## src/rtl/mat_result_display_seq_pkg.sv

```systemverilog
// Shared types and constants for the matrix-result seven-segment sweep.
package mat_disp_pkg;

  localparam int ELEM_W = 4;

  typedef enum logic [1:0] {
    IDLE = 2'd0,
    SHOW = 2'd1,
    GAP  = 2'd2
  } state_e;

  localparam logic [7:0] SEG_BLANK = 8'h00;
  localparam logic [7:0] SEG_DASH  = 8'h40;
  localparam logic [7:0] SEG_E     = 8'h79;
  localparam logic [7:0] SEG_DP    = 8'h80;

endpackage

```

## src/rtl/mat_result_display_seq_if.sv

```systemverilog
// Result handoff from the 2x2 multiplier into the display sequencer.
interface mat_result_display_seq_if;
  import mat_disp_pkg::*;

  logic                  res_valid;
  logic [4*ELEM_W-1:0]   res_data;
  logic                  res_err;
  logic                  res_ready;

  modport master (output res_valid, output res_data, output res_err, input  res_ready);
  modport slave  (input  res_valid, input  res_data, input  res_err, output res_ready);
endinterface

```

## src/rtl/mat_result_display_seq_seg7.sv

```systemverilog
// Digit-to-segment decoder {g,f,e,d,c,b,a}; anything above 8 renders a dash.
module seg7_encode
  import mat_disp_pkg::*;
(
  input  logic [ELEM_W-1:0] val_i,
  output logic [6:0]        seg_o
);

  always_comb begin
    seg_o = SEG_DASH[6:0];
    case (val_i)
      4'd0: seg_o = 7'h3F;
      4'd1: seg_o = 7'h06;
      4'd2: seg_o = 7'h5B;
      4'd3: seg_o = 7'h4F;
      4'd4: seg_o = 7'h66;
      4'd5: seg_o = 7'h6D;
      4'd6: seg_o = 7'h7D;
      4'd7: seg_o = 7'h07;
      4'd8: seg_o = 7'h7F;
      default: seg_o = SEG_DASH[6:0];
    endcase
  end

endmodule

```

## src/rtl/mat_result_display_seq.sv

```systemverilog
// Latches one multiplier result and sweeps c11..c22 across one seven-segment digit.
// Define GAP_BLANK_EN to insert a blank interval between consecutive elements.
module mat_result_display_seq
  import mat_disp_pkg::*;
#(
  parameter int DWELL_CYCLES = 10000000,
  parameter int CNT_W        = $clog2(DWELL_CYCLES),
  parameter int GAP_CYCLES   = 1000000
) (
  input  logic                      clk,
  input  logic                      rst_n,
  input  logic                      ena,
  mat_result_display_seq_if.slave   res,
  output logic [7:0]                seg_out,
  output logic [1:0]                elem_idx,
  output logic                      busy
);

  // One counter serves both dwell and gap phases, so size it for the longer.
  localparam int GAP_W = $clog2(GAP_CYCLES);
  localparam int CW    = (CNT_W > GAP_W) ? CNT_W : GAP_W;

  state_e              state_q, state_d;
  logic [CW-1:0]       cnt_q, cnt_d;
  logic [1:0]          idx_q, idx_d;
  logic [4*ELEM_W-1:0] data_q, data_d;
  logic                err_q, err_d;
  logic [7:0]          seg_q, seg_d;
  logic                busy_q, busy_d;
  logic                load, blank;
  logic [ELEM_W-1:0]   enc_in;
  logic [6:0]          enc_seg;

  assign res.res_ready = (state_q == IDLE) && ena;

  always_comb begin
    state_d = state_q;
    cnt_d   = cnt_q;
    idx_d   = idx_q;
    data_d  = data_q;
    err_d   = err_q;
    busy_d  = busy_q;
    load    = 1'b0;
    blank   = 1'b0;
    if (ena) begin
      case (state_q)
        IDLE: if (res.res_valid) begin
          data_d  = res.res_data;
          err_d   = res.res_err;
          state_d = SHOW;
          idx_d   = 2'd0;
          cnt_d   = '0;
          busy_d  = 1'b1;
          load    = 1'b1;
        end
        SHOW: if (cnt_q == CW'(DWELL_CYCLES - 1)) begin
          cnt_d = '0;
          if (idx_q == 2'd3) begin
            state_d = IDLE;
            idx_d   = 2'd0;
            busy_d  = 1'b0;
            blank   = 1'b1;
          end else begin
`ifdef GAP_BLANK_EN
            state_d = GAP;
            blank   = 1'b1;
`else
            idx_d   = idx_q + 2'd1;
            load    = 1'b1;
`endif
          end
        end else begin
          cnt_d = cnt_q + CW'(1);
        end
        GAP: if (cnt_q == CW'(GAP_CYCLES - 1)) begin
          cnt_d   = '0;
          idx_d   = idx_q + 2'd1;
          state_d = SHOW;
          load    = 1'b1;
        end else begin
          cnt_d = cnt_q + CW'(1);
        end
        default: state_d = IDLE;
      endcase
    end
  end

  // Decode from next-state data so the first element shows the cycle after accept.
  assign enc_in = data_d[idx_d*ELEM_W +: ELEM_W];

  seg7_encode u_enc (
    .val_i (enc_in),
    .seg_o (enc_seg)
  );

  always_comb begin
    seg_d = seg_q;
    if (blank) begin
      seg_d = SEG_BLANK;
    end else if (load) begin
      seg_d[6:0] = err_d ? SEG_E[6:0] : enc_seg;
      seg_d[7]   = (idx_d == 2'd0);
    end
  end

  always_ff @(posedge clk) begin
    if (!rst_n) begin
      state_q <= IDLE;
      cnt_q   <= '0;
      idx_q   <= 2'd0;
      data_q  <= '0;
      err_q   <= 1'b0;
      seg_q   <= SEG_BLANK;
      busy_q  <= 1'b0;
    end else begin
      state_q <= state_d;
      cnt_q   <= cnt_d;
      idx_q   <= idx_d;
      data_q  <= data_d;
      err_q   <= err_d;
      seg_q   <= seg_d;
      busy_q  <= busy_d;
    end
  end

  assign seg_out  = seg_q;
  assign elem_idx = idx_q;
  assign busy     = busy_q;

endmodule

```

## src/flat_wrapper.sv

```systemverilog
// flat-port wrapper written by rule: the top's interface ports become plain ports
module mat_result_display_seq_flat import mat_disp_pkg::*;
#(
  parameter int DWELL_CYCLES = 10000000,
  parameter int CNT_W        = $clog2(DWELL_CYCLES),
  parameter int GAP_CYCLES   = 1000000
)
  (clk, rst_n, ena, seg_out, elem_idx, busy, res_res_valid, res_res_data, res_res_err, res_res_ready);
  mat_result_display_seq_if res_i ();
  input  logic clk;
  input  logic rst_n;
  input  logic ena;
  output logic [7:0] seg_out;
  output logic [1:0] elem_idx;
  output logic busy;
  input wire logic [$bits(res_i.res_valid)-1:0] res_res_valid;
  input wire logic [$bits(res_i.res_data)-1:0] res_res_data;
  input wire logic [$bits(res_i.res_err)-1:0] res_res_err;
  output wire logic [$bits(res_i.res_ready)-1:0] res_res_ready;
  assign res_i.res_valid = res_res_valid;
  assign res_i.res_data = res_res_data;
  assign res_i.res_err = res_res_err;
  assign res_res_ready = res_i.res_ready;
  mat_result_display_seq #(.DWELL_CYCLES(DWELL_CYCLES), .CNT_W(CNT_W), .GAP_CYCLES(GAP_CYCLES)) u_core (.clk(clk), .rst_n(rst_n), .ena(ena), .res(res_i), .seg_out(seg_out), .elem_idx(elem_idx), .busy(busy));
endmodule
```

## config.mk

```make
export PLATFORM = sky130hd
export DESIGN_NAME = mat_result_display_seq_flat
export DESIGN_NICKNAME = d
export VERILOG_FILES = /design/src/rtl/mat_result_display_seq_pkg.sv /design/src/rtl/mat_result_display_seq_if.sv /design/src/rtl/mat_result_display_seq_seg7.sv /design/src/rtl/mat_result_display_seq.sv /design/src/flat_wrapper.sv
export SDC_FILE = /design/constraint.sdc
export NUM_CORES = 1
export LEC_CHECK = 0
export BUFFER_PORTS_ARGS = -buffer_cell sky130_fd_sc_hd__buf_2
export CAP_MARGIN = 20
export CORE_ASPECT_RATIO = 1.4
export CORE_UTILIZATION = 40
export CTS_CLUSTER_SIZE = 16
export DETAILED_ROUTE_END_ITERATION = 6
export HOLD_SLACK_MARGIN = 0.06
export PLACE_DENSITY = 0.64
export SKIP_LAST_GASP = 1
export SYNTH_ARGS = -nofsm -noshare
export SYNTH_HDL_FRONTEND = slang
export SYNTH_HIERARCHICAL = 1
export SYNTH_SLANG_ARGS = --single-unit
```

## constraint.sdc

```tcl
create_clock -name clk -period 3.6 [get_ports clk]
set_input_delay 0.36 -clock clk [delete_from_list [all_inputs] [get_ports clk]]
set_output_delay 0.36 -clock clk [all_outputs]
set_load 0.03 [all_outputs]
```

# == Word-level counts from Yosys, hierarchy flattened ==
# Memories as Yosys holds them, arrays and structs flattened.
# Cells that the tools add are included.
# totals
ff_bits,54
rom_bits,112
in_bits,21
out_inout_bits,12
wordCells,66
memories,1
# classes
add_sub_neg,2
n_eq_ne,9
shift,1
mux,36
bitwise,1
reduce_logical,9
# mem_list
memory,depth,width,read_ports,rd_ports_with_merged_regs,write_ports,line_no,source
(name not given),16,7,1,0,0,mat_result_display_seq_seg7.sv:11,case (val_i)
# ops
op,count
24-bit two-way mux,3
24-bit one-hot mux with 3 select lines,1
16-bit two-way mux,3
24-bit by 1-bit adder with 24-bit output (second input constant),1
24-bit by 20-bit == test with 1-bit output (second input constant),1
24-bit == test (second input constant),1
2-bit two-way mux,9
16-bit by 5-bit variable part select with 4-bit output,1
1-bit two-way mux,15
2-bit one-hot mux with 3 select lines,2
5-bit AND reduction,2
7-bit two-way mux,1
2-bit by 1-bit != test with 1-bit output (second input constant),3
2-bit == test (second input constant),2
2-bit zero test,2
1-bit one-hot mux with 3 select lines,1
3-bit AND reduction,1
3-bit nonzero test,1
2-bit by 1-bit adder with 2-bit output (second input constant),1
2-bit by 1-bit == test with 1-bit output (second input constant),1
2-bit != test (second input constant),1
1-bit one-hot mux with 2 select lines,1
2-bit nonzero test,1
2-bit OR reduction,1
other kinds (2),2

# == Depth between registers and ports, before layout ==
# Gate-level depths: netlist (run 1).
# An unclocked memory read counts as a cell.
# depth
ltp_word,8
ltp_mapped,14
mapped_depth_nobuf,13

# == Hierarchy ==
# The synthesis (run 1) kept the hierarchy.
# modules_own_cells
module,instances,cells_per_inst,area_each_um2,seq_area_each_um2
mat_result_display_seq,1,286,2467.4,1041.0
seg7_encode,1,25,191.4,0.0

# == Worst setup path before layout (run 1) ==
# No wires, ideal clock.
# synth_path
path_type,register to register
startpoint,reg u_core.cnt_q[0]
endpoint,reg u_core.seg_q[1] (netlist: u_core/seg_out[1])
setup_ns,0.070
t_arrival_ns,2.936
t_required_ns,3.530
path_slack_ns,0.594
path_stages_with_launch,14
path_buffers,0
period_less_slack_ns,3.006
cell_sequence,dfxtp_1 > ha_1 > and4bb_2 > nand4_2 > or3_4 > mux2i_4 > mux2_2 > mux2i_1 > inv_1 > ha_1 > o21a_1 > nor2_1 > nand3_1 > a21oi_1
# synth_between
elab_chain_cells,7
elab_cells_between_ends,17
cone_classes,eq/ne (2); shift (1); mux (12); reduce/logical (1); memory (1)
# synth_lines
item,line_no,source
"start, declared",mat_result_display_seq.sv:24,"logic [CW-1:0] cnt_q, cnt_d;"
"start signal, assigned",mat_result_display_seq.sv:117,cnt_q <= cnt_d;
24-bit by 20-bit == test with 1-bit output / 24-bit == test (equally long branches),"mat_result_display_seq.sv:75, mat_result_display_seq.sv:56",
2-bit two-way mux (on tied branches),"mat_result_display_seq.sv:75, mat_result_display_seq.sv:56",
2-bit one-hot mux with 3 select lines *,mat_result_display_seq.sv:46,case (state_q)
2-bit two-way mux *,mat_result_display_seq.sv:45,if (ena) begin
16-bit by 5-bit variable part select with 4-bit output *,mat_result_display_seq.sv:89,assign enc_in = data_d[idx_d*ELEM_W +: ELEM_W];
via u_core.enc_in[0],mat_result_display_seq.sv:31,logic [ELEM_W-1:0] enc_in;
memory read 16 x 7 bit *,n/a,
via u_core.enc_seg[1],mat_result_display_seq.sv:32,logic [6:0] enc_seg;
7-bit two-way mux *,mat_result_display_seq.sv:101,seg_d[6:0] = err_d ? SEG_E[6:0] : enc_seg;
"end signal, assigned",mat_result_display_seq.sv:121,seg_q <= seg_d;
"end, declared",mat_result_display_seq.sv:28,"logic [7:0] seg_q, seg_d;"
# The timed path passes the listed nets; every way through them passes the cells marked *.
# A chain may end at the register's enable or synchronous reset.

# == Worst setup path after layout (run 1) ==
# layout_path
startpoint,reg u_core.cnt_q[0]
endpoint,reg u_core.seg_q[3] (netlist: u_core/seg_out[3])
# Same word-level chain as after synthesis.

==> results_dict.tcl, run 1 <==
set metrics [dict create \
    worst_pin_slew_ns 0.932 \
    antenna_found_initial 0 \
    critPathLaunch "u_core/cnt_q[0]" \
    endpoint "u_core/seg_out[3]" \
    htree_levels 2 \
    grt_pass1_wl_um 9640 \
    ios 33 \
    crit_family "simple AND/OR/NAND/NOR gates" \
    drc 0 \
    placementRows 34 \
    syn_nets 340 \
    grt_use_total_pct 17.2 \
    powerDensity_mw_per_mm2 389 \
    worstHoldPathCells 3 \
    cts_made_buffers 5 \
    switchingPower_w 0.000311 \
    ys_top_cells_by_area "dfxtp_1 (39%), nand2_1 (6.9%), mux2i_1 (5.3%)" \
    hold_violations 0 \
    post_route_cells_drive_above_1_share_pct 16.4 \
    path_clk_slew_ns 0.10 \
    async_reset_ff_share_pct 0 \
    ys_ff_latch 52 \
    wirelength_um 5510 \
    synth_flop_cell "dfxtp_1" \
    ant_nets 0 \
    worst_slack_ns 0.278 \
    power.internal_w 0.000863 \
    crit_chain "ha_1 > and4bb_2 > nand4_2 > or3_4 > mux2i_4 > mux2_2 > mux2i_1 > inv_1 > ha_1 > nor2b_4 > o32ai_1 > nor3_1 > nor3_1" \
    grt_pass1_vias 2087 \
    clock-root-buffer "clkbuf_8" \
    switching_share_pct 26.5 \
    cp-start-kind "register" \
    grt_max_degree 24 \
    cpMaxStageDelayCell "or3_4" \
    viasPerCell 5.17 \
    yosys_warnings 6 \
    die_x_um 70.9 \
    cts.path.max_buffers 2 \
    slew_violations 0 \
    comb_power_share_pct 13.7 \
    period_minus_slack_ns 3.32 \
    dp_hpwl_um 4160 \
    drt-initial-drc-count 124 \
    most-common-layout-cells "dfxtp_1 (52), nand2_1 (49), nor2_1 (37), buf_2 (32), a21boi_0 (17)" \
    seq_area_frac_synth_pct 39.2 \
    die_y_um 98.5 \
    max_freq_mhz 301 \
    crit_cells 13 \
    worstHoldPathType "input pin to register" \
    p_seq_share_pct 51.8 \
    drv_cap 0 \
    hold-worst-slack_ns 0.292 \
    r2r_end "u_core/seg_out[3]" \
    gp_congestion 0.787 \
    rrSetupSlack_ns 0.28 \
    clock_skew_ns 0.00677 \
    slew-limit-headroom_pct 37.3 \
    synth_top_area_share_pct 39.2 \
    critical_path_buf_inv_count 1 \
    fill_cells 619 \
    initial_utilization_pct 42.2 \
    clk_latency_ns 0.30 \
    synth_top_area_cell "dfxtp_1" \
    hold_buffers 0 \
    antenna_cells 0 \
    syn_inst 311 \
    synth.distinct_cells 46 \
    worstSetupPathType "register to register" \
    drtPass1Iterations 6 \
    syn_to_final_growth_pct 13.5 \
    core_sq_mm 0.00630 \
    cts.sinks 52 \
    setup_viol 0 \
    crit_required_ns 3.78 \
    layout_commonest_cell "dfxtp_1" \
    rsz0062_at_grt "no" \
    leakagePower_nw 1.18 \
    ff2ff_path_depth 13 \
    end_kind "register" \
    status "completed" \
    io_buffers 32 \
    cts_setup_buffers 0 \
    period_share_pct 92.3 \
    irDropWorstVdd_mv 0.219 \
    r2r_start "u_core/cnt_q[0]" \
    max_stage_delay_ns 0.43 \
    multi_input_comb_area_sq_mm 0.00155 \
    avgSynthCellArea_sq_um 8.55 \
    place_ws_ns 0.284 \
    grt-ovfl-total 0 \
    num-nets-final 375 \
    cp_max_fo 4 \
    clock_power_share_pct 34.5 \
    dieArea_sq_mm 0.00698 \
    post_drt_wl_per_cell_um 13.1 \
    synth_edf_count 0 \
    cts_resized 0 \
    regArea_sq_mm 0.00104 \
    setup_tns_ns 0 \
    arrival_ns 3.51 \
    via_count 2168 \
    syn_area_sq_mm 0.00266 \
    cts_tree "built" \
]
-- synth_stat cells (3+ instances only) --
cell	number
xor2_1	12
nand4_1	5
inv_1	8
dfxtp_1	52
o21ai_0	9
nor2_1	37
and2_1	4
a21boi_0	17
ha_1	8
nor3_1	13
nand3_1	10
clkbuf_1	5
nor2b_1	5
o21ai_1	4
and3_1	5
a21oi_1	8
xnor2_1	11
nand2_1	49
mux2i_1	14
nand2b_1	3
-- sequential cells by signal, indices dropped and copies added (netlist names) --
register	cells
u_core/busy	1
u_core/data_q	16
u_core/elem_idx	2
u_core/seg_out	8
u_core/cnt_q	24
u_core/err_q	1
-- per-layer routing --
metal / share of wire (%) / track usage (%)
met3: 2.8 / 3.17
met4: 2.3 / 6.62
met2: 51 / 30.3
met5: 0 / 0
met1: 44 / 20.6
-- area by class of cell --
cell class	instances	share of cell area, %
Clock inverter	3	1.41
Multi-Input combinational cell	242	51.3
Inverter	8	0.995
Clock buffer	5	2.28
Sequential cell	52	34.5
Tap cell	72	2.99
Timing Repair Buffer	37	6.55
-- through the flow --
step	util [%]	area (sq um)	std cells	total power (W)
floorplan	-	2660	311	0.000734
global placement	46.2	2910	411	0.000782
detailed placement	46.2	2910	411	0.000784
CTS	47.9	3020	419	0.00119
global route	47.9	3020	419	0.00123
finish	47.9	3020	419	0.00117
-- tightest hold or removal path, cell delays in order --
cell,delay (ns)
buf_2,0.09
nand2_1,0.04
a21boi_0,0.06
-- logic make-up (layout without fill, tap and decap cells) --
logic type | after synthesis | after routing | synth area share, %
AO/OA/AOI/OAI | 52 | 52 | 13.6
XOR/XNOR | 23 | 23 | 7.58
adder cells (fa/ha/maj) | 8 | 8 | 3.76
buffers and inverters | 17 | 53 | 2.78
flip-flops | 52 | 52 | 39.2
multiplexers | 16 | 16 | 6.54
AND/OR/NAND/NOR | 143 | 143 | 26.6
-- power by group through the flow --
stage          sequential, W  combinational (W)  clock (W)
3_5_place_dp        0.000622           0.000162          0
4_1_cts             0.000609           0.000163   0.000415
6_report            0.000608           0.000160   0.000405
3_3_place_gp        0.000621           0.000161          0
5_1_grt             0.000611           0.000182   0.000442
2_1_floorplan       0.000637          0.0000977          0
-- worst min-delay path by stage --
stage / startpoint / to / slack, ns
after global routing: res_res_data[15] / u_core/data_q[15] / 0.29
after floorplan: u_core/data_q[4] / u_core/data_q[4] / 0.44
after CTS: res_res_data[15] / u_core/data_q[15] / 0.29
final: res_res_data[12] / u_core/data_q[12] / 0.29
after detailed placement: u_core/seg_out[1] / u_core/seg_out[1] / 0.46
after global placement: u_core/seg_out[2] / u_core/seg_out[2] / 0.45
Note: power is estimated with default switching activity, not from simulation.
==> inputs of run 2 (changes only) <==
- ABC_AREA: unset -> 1
==> results_dict.tcl, run 2 <==
set metrics [dict create \
    place_inst 460 \
    post_drt_wl_per_cell_um 12.3 \
    slew_violations 0 \
    die_y_um 98.1 \
    cts_tree "built" \
    setup_tns_ns 0 \
    num-nets-final 424 \
    async_reset_ff_share_pct 0 \
    endpoint "u_core/seg_out[3]" \
    dp_hpwl_um 4430 \
    critPathLaunch "u_core/cnt_q[0]" \
    status "finished, violations left" \
    synth_most_common_cell "nand2_1" \
    gp_congestion 0.973 \
    rsz0062_at_grt "no" \
    drt-initial-drc-count 130 \
    powerDensity_mw_per_mm2 383 \
    drtPass1Iterations 7 \
    grt_max_degree 21 \
    arrival_ns 3.00 \
    fin_area_sq_mm 0.00299 \
    worst_pin_slew_ns 0.518 \
    synth_edf_count 0 \
    ys_top_cells_by_area "dfxtp_1 (39%), nand2_1 (11%), nor2_1 (7.3%)" \
    antenna_found_initial 0 \
    syn_nets 388 \
    syn_inst 359 \
    cts_setup_buffers 0 \
    hold_buffers 0 \
    grt_use_total_pct 17.7 \
    ff2ff_path_depth 19 \
    synth_flop_cell "dfxtp_1" \
    max_freq_mhz 354 \
    period_share_pct 78.4 \
    setup_viol 0 \
    most-common-layout-cells "nand2_1 (80), dfxtp_1 (52), nor2_1 (51), inv_1 (33), nand3_1 (33)" \
    cts_made_buffers 5 \
    dieArea_sq_mm 0.00692 \
    wirelength_um 5740 \
    largest_reg_flops 24 \
    grt-ovfl-total 0 \
    cp-start-kind "register" \
    worstSetupPathType "register to register" \
    end_kind "register" \
    seq_area_frac_synth_pct 39.5 \
    slew-limit-headroom_pct 65.3 \
    clk_latency_ns 0.31 \
    viasPerCell 5.07 \
    synth.distinct_cells 34 \
    place_area_sq_mm 0.00288 \
    cts.sinks 52 \
    fin_cells 468 \
    antenna_cells 0 \
    ant_nets 0 \
    grt_pass1_vias 2220 \
    die_x_um 70.6 \
    worstHoldPathType "input pin to register" \
    fill_cells 637 \
    via_count 2374 \
    cp_max_fo 10 \
    leakagePower_nw 1.33 \
    path_clk_slew_ns 0.10 \
    ios 33 \
    grt_pass1_wl_um 9770 \
    r2r_start "u_core/cnt_q[0]" \
    syn_area_sq_mm 0.00264 \
    synth_commonest_cells "nand2_1 (80), dfxtp_1 (52), nor2_1 (51)" \
    violations "DRC" \
    top_register "u_core/cnt_q" \
    cts.path.max_buffers 2 \
    crit_required_ns 3.78 \
    synth_top_area_cell "dfxtp_1" \
    hold_violations 0 \
    met3_length_um 279 \
    layout_commonest_cell "nand2_1" \
    rrSetupSlack_ns 0.78 \
    yosys_warnings 6 \
    wl_met2_um 2930 \
    irDropWorstVdd_mv 0.179 \
    clock-root-buffer "clkbuf_8" \
    syn_to_final_growth_pct 13.3 \
    r2r_end "u_core/seg_out[3]" \
    met1_length_um 2340 \
    clock_skew_ns 0.00658 \
    core_sq_mm 0.00630 \
    place_ws_ns 0.798 \
    drc 2 \
    power_w 0.00114 \
    initial_utilization_pct 41.9 \
    io_buffers 32 \
    avgSynthCellArea_sq_um 7.34 \
    synth_top_area_share_pct 39.5 \
    drv_cap 0 \
    cts_resized 0 \
    worst_slack_ns 0.777 \
    period_minus_slack_ns 2.82 \
    post_route_cells_drive_above_1_share_pct 14.9 \
    routed.top_layer "met4" \
    placementRows 34 \
    htree_levels 2 \
    ys_ff_latch 52 \
]
## run 2: worst min path at each step
stage                           start                end  cells past startpoint
CTS                   res_res_data[0]   u_core/data_q[0]                      3
global route         res_res_data[12]  u_core/data_q[12]                      3
detailed placement  u_core/seg_out[3]  u_core/seg_out[3]                      2
global placement    u_core/seg_out[3]  u_core/seg_out[3]                      2
finish                res_res_data[0]   u_core/data_q[0]                      3
floorplan            u_core/cnt_q[21]   u_core/cnt_q[21]                      2
## run 2: worst max-delay path, stage by stage, from the launching register on
cell	delay, ns
dfxtp_1	0.38
ha_1	0.18
nand2_1	0.09
nor2_4	0.13
nand3_2	0.09
nor2_4	0.17
nand3_4	0.12
o21bai_4	0.26
nand2_4	0.12
nand2_1	0.09
nand3_1	0.07
nand2_1	0.14
inv_1	0.11
ha_1	0.28
nand2_1	0.07
nand2_1	0.06
nand2_1	0.06
nand2_1	0.04
o21ai_0	0.15
a21oi_1	0.08
## run 2: layout make-up
cell class	count	area (sq um)	area share [%]
inverter	38	143	4.78
timing repair buffer	33	168	5.61
clock buffer	5	68.8	2.30
tap	72	90.1	3.02
multi-input combinational	265	1430	48.0
sequential	52	1040	34.9
clock inverter	3	42.5	1.42
## run 2: cells by family after synthesis
group / share of synthesized area (%)
and+or+nand+nor: 33.5
AOI/OAI and AO/OA: 8.02
adders and majority gates: 3.80
buffers and inverters: 6.12
muxes: 6.07
DFF: 39.5
xor gates and xnor gates: 2.99
## run 2: where the power goes
part / internal (W) / total, W / switching (W)
registers: 0.000593 / 0.000600 / 0.00000733
logic: 0.0000478 / 0.000140 / 0.0000925
clock network: 0.000206 / 0.000403 / 0.000197
## run 2: per-stage QoR
stage	hold slack, ns	util [%]
2_1_floorplan	0.439	-
3_3_place_gp	0.448	45.7
3_5_place_dp	0.453	45.7
4_1_cts	0.299	47.4
5_1_grt	0.318	47.4
6_report	0.307	47.4
## run 2: layer usage
| layer | up-vias | GRT usage, % |
|---|---|---|
| met5 | - | 0 |
| met4 | 0 | 8.62 |
| met3 | 16 | 2.99 |
| met2 | 61 | 32.0 |
| met1 | 1055 | 19.8 |
| li1 | 1242 | - |
==> inputs of run 3 (changes only) <==
- PLACE_DENSITY: 0.64 -> 0.66
- clock period: 3.6 -> 2.41 ns (I/O delays scaled with it)
==> results_dict.tcl, run 3 (synthesis results as in run 2) <==
set metrics [dict create \
    cts.path.max_buffers 2 \
    cts_tree "built" \
    worst_slack_ns -0.0620 \
    worstSetupPathType "register to register" \
    critical_path_buf_inv_count 1 \
    ios 33 \
    status "finished, violations left" \
    most-common-layout-cells "nand2_1 (68), nor2_1 (49), dfxtp_1 (49), buf_4 (38), buf_2 (32)" \
    max_freq_mhz 405 \
    max_stage_delay_ns 0.37 \
    drv_cap 0 \
    irDropWorstVdd_mv 0.259 \
    ant_nets 0 \
    post_route_cells_drive_above_1_share_pct 30.9 \
    clk_latency_ns 0.31 \
    cp_max_fo 8 \
    core_sq_mm 0.00630 \
    path_clk_slew_ns 0.10 \
    busiest_layer "met2" \
    gp_congestion 0.920 \
    period_share_pct 103 \
    arrival_ns 2.66 \
    grt_pass1_wl_um 10500 \
    syn_to_final_growth_pct 31.7 \
    period_minus_slack_ns 2.47 \
    cp-start-kind "register" \
    grt_pass1_vias 2489 \
    cts.sinks 52 \
    drc 2 \
    worstHoldPathType "input pin to register" \
    worst_pin_slew_ns 0.530 \
    cpMaxStageDelayCell "dfxtp_2" \
    initial_utilization_pct 41.9 \
    use_met1_pct 19.9 \
    die_x_um 70.6 \
    power_w 0.00168 \
    setup_tns_ns -0.301 \
    num-nets-final 465 \
    crit_required_ns 2.60 \
    io_buffers 32 \
    grt_max_degree 20 \
    rsz0062_at_grt "yes" \
    use_met3_pct 2.99 \
    setup_viol 7 \
    die_y_um 98.1 \
    dieArea_sq_mm 0.00692 \
    viasPerCell 5.02 \
    top_register "u_core/cnt_q" \
    drt-initial-drc-count 102 \
    grt-ovfl-total 0 \
    crit_family "simple AND/OR/NAND/NOR gates" \
    grt_use_total_pct 19.2 \
    violations "DRC, setup timing" \
    path_common_cell "nand2_4" \
    place_ws_ns -0.0960 \
    fill_cells 609 \
    grt_use_met2_pct 36.1 \
    placementRows 34 \
    largest_reg_flops 24 \
    hold_violations 0 \
    htree_levels 2 \
    slew_violations 0 \
    cts_made_buffers 5 \
    slew-limit-headroom_pct 64.4 \
    antenna_found_initial 0 \
    drtPass1Iterations 6 \
    end_kind "register" \
    via_count 2555 \
    antenna_cells 0 \
    leakagePower_nw 1.57 \
    post_drt_wl_per_cell_um 12.3 \
    powerDensity_mw_per_mm2 484 \
    clock_skew_ns 0.00568 \
    clock-root-buffer "clkbuf_8" \
    dp_hpwl_um 4770 \
    layout_commonest_cell "nand2_1" \
    wirelength_um 6280 \
    crit_chain "ha_4 > nand2_4 > nor2_4 > nand3_2 > nor2_4 > nand3_4 > o21bai_4 > nand2_4 > nand2_2 > nand3_2 > nand2_4 > inv_4 > ha_1 > nand2_1 > o21ai_0 > o21ai_1 > a21oi_1" \
]
-- run 3: cell types whose count changed in the layout (fill, tap and decap cells not counted), moves of 6 or more --
| cell | previous run | this run |
|---|---|---|
| ha_1 | 8 | 2 |
| nand3_1 | 33 | 27 |
| nand2_1 | 80 | 68 |
| nand2_2 | 2 | 10 |
| nand3_2 | 2 | 8 |
| inv_1 | 33 | 27 |
| buf_4 | 1 | 38 |
| ha_4 | 0 | 6 |
-- run 3: worst paths after layout --
path	start	to	slack, ns	depth (start not counted)
hold / removal	res_res_data[11]	u_core/data_q[11]	0.18	3
setup / recovery	u_core/cnt_q[1]	u_core/seg_out[5]	-0.06	17
setup reg to reg	u_core/cnt_q[1]	u_core/seg_out[5]	-0.06	17
hold reg to reg	u_core/seg_out[2]	u_core/seg_out[2]	0.47	2
-- run 3: stage by stage --
stage | hold WS (ns) | cells | cell area [sq um] | utilization (%)
after floorplan | 0.372 | 359 | 2670 | -
after global placement | 0.451 | 492 | 3160 | 50.2
after detailed placement | 0.456 | 492 | 3160 | 50.2
after CTS | 0.179 | 506 | 3330 | 52.8
after global routing | 0.205 | 509 | 3470 | 55.1
final | 0.180 | 509 | 3470 | 55.1
-- run 3: repair_timing --
| item | in CTS | in global routing |
|---|---|---|
| resized for setup | 11 | 32 |
| endpoints found under the setup margin | 7 | 7 |
| buffers inserted | 6 | 3 |
| pin swaps | 14 | 25 |
| hold buffers | 0 | 0 |
-- run 3: per-layer routing --
| layer | vias up | wire length, um |
|---|---|---|
| li1 | 1326 | - |
| met1 | 1155 | 2520 |
| met2 | 53 | 3370 |
| met3 | 21 | 179 |
| met4 | 0 | 208 |
| met5 | - | 0 |
-- run 3: worst reg2reg max path, stage by stage (launching register included) --
cell      delay [ns]
dfxtp_2         0.37
ha_4            0.15
nand2_4         0.05
nor2_4          0.12
nand3_2         0.09
nor2_4          0.14
nand3_4         0.09
o21bai_4        0.27
nand2_4         0.12
nand2_2         0.09
nand3_2         0.08
nand2_4         0.11
inv_4           0.06
ha_1            0.21
nand2_1         0.11
o21ai_0         0.09
o21ai_1         0.14
a21oi_1         0.08
-- run 3: area by class of cell --
class	count	area [sq um]	area share, %
clock buffer	5	68.8	1.98
timing repair buffer	74	499	14.4
sequential	52	1040	30.1
tap	72	90.1	2.60
clock inverter	3	18.8	0.541
inverter	38	150	4.33
multi-input combinational	265	1600	46.1
-- run 3: power breakdown --
part | internal [W] | switching (W)
logic | 0.000108 | 0.000165
registers | 0.000886 | 0.0000126
clock network | 0.000203 | 0.000305
total | 0.00120 | 0.000482
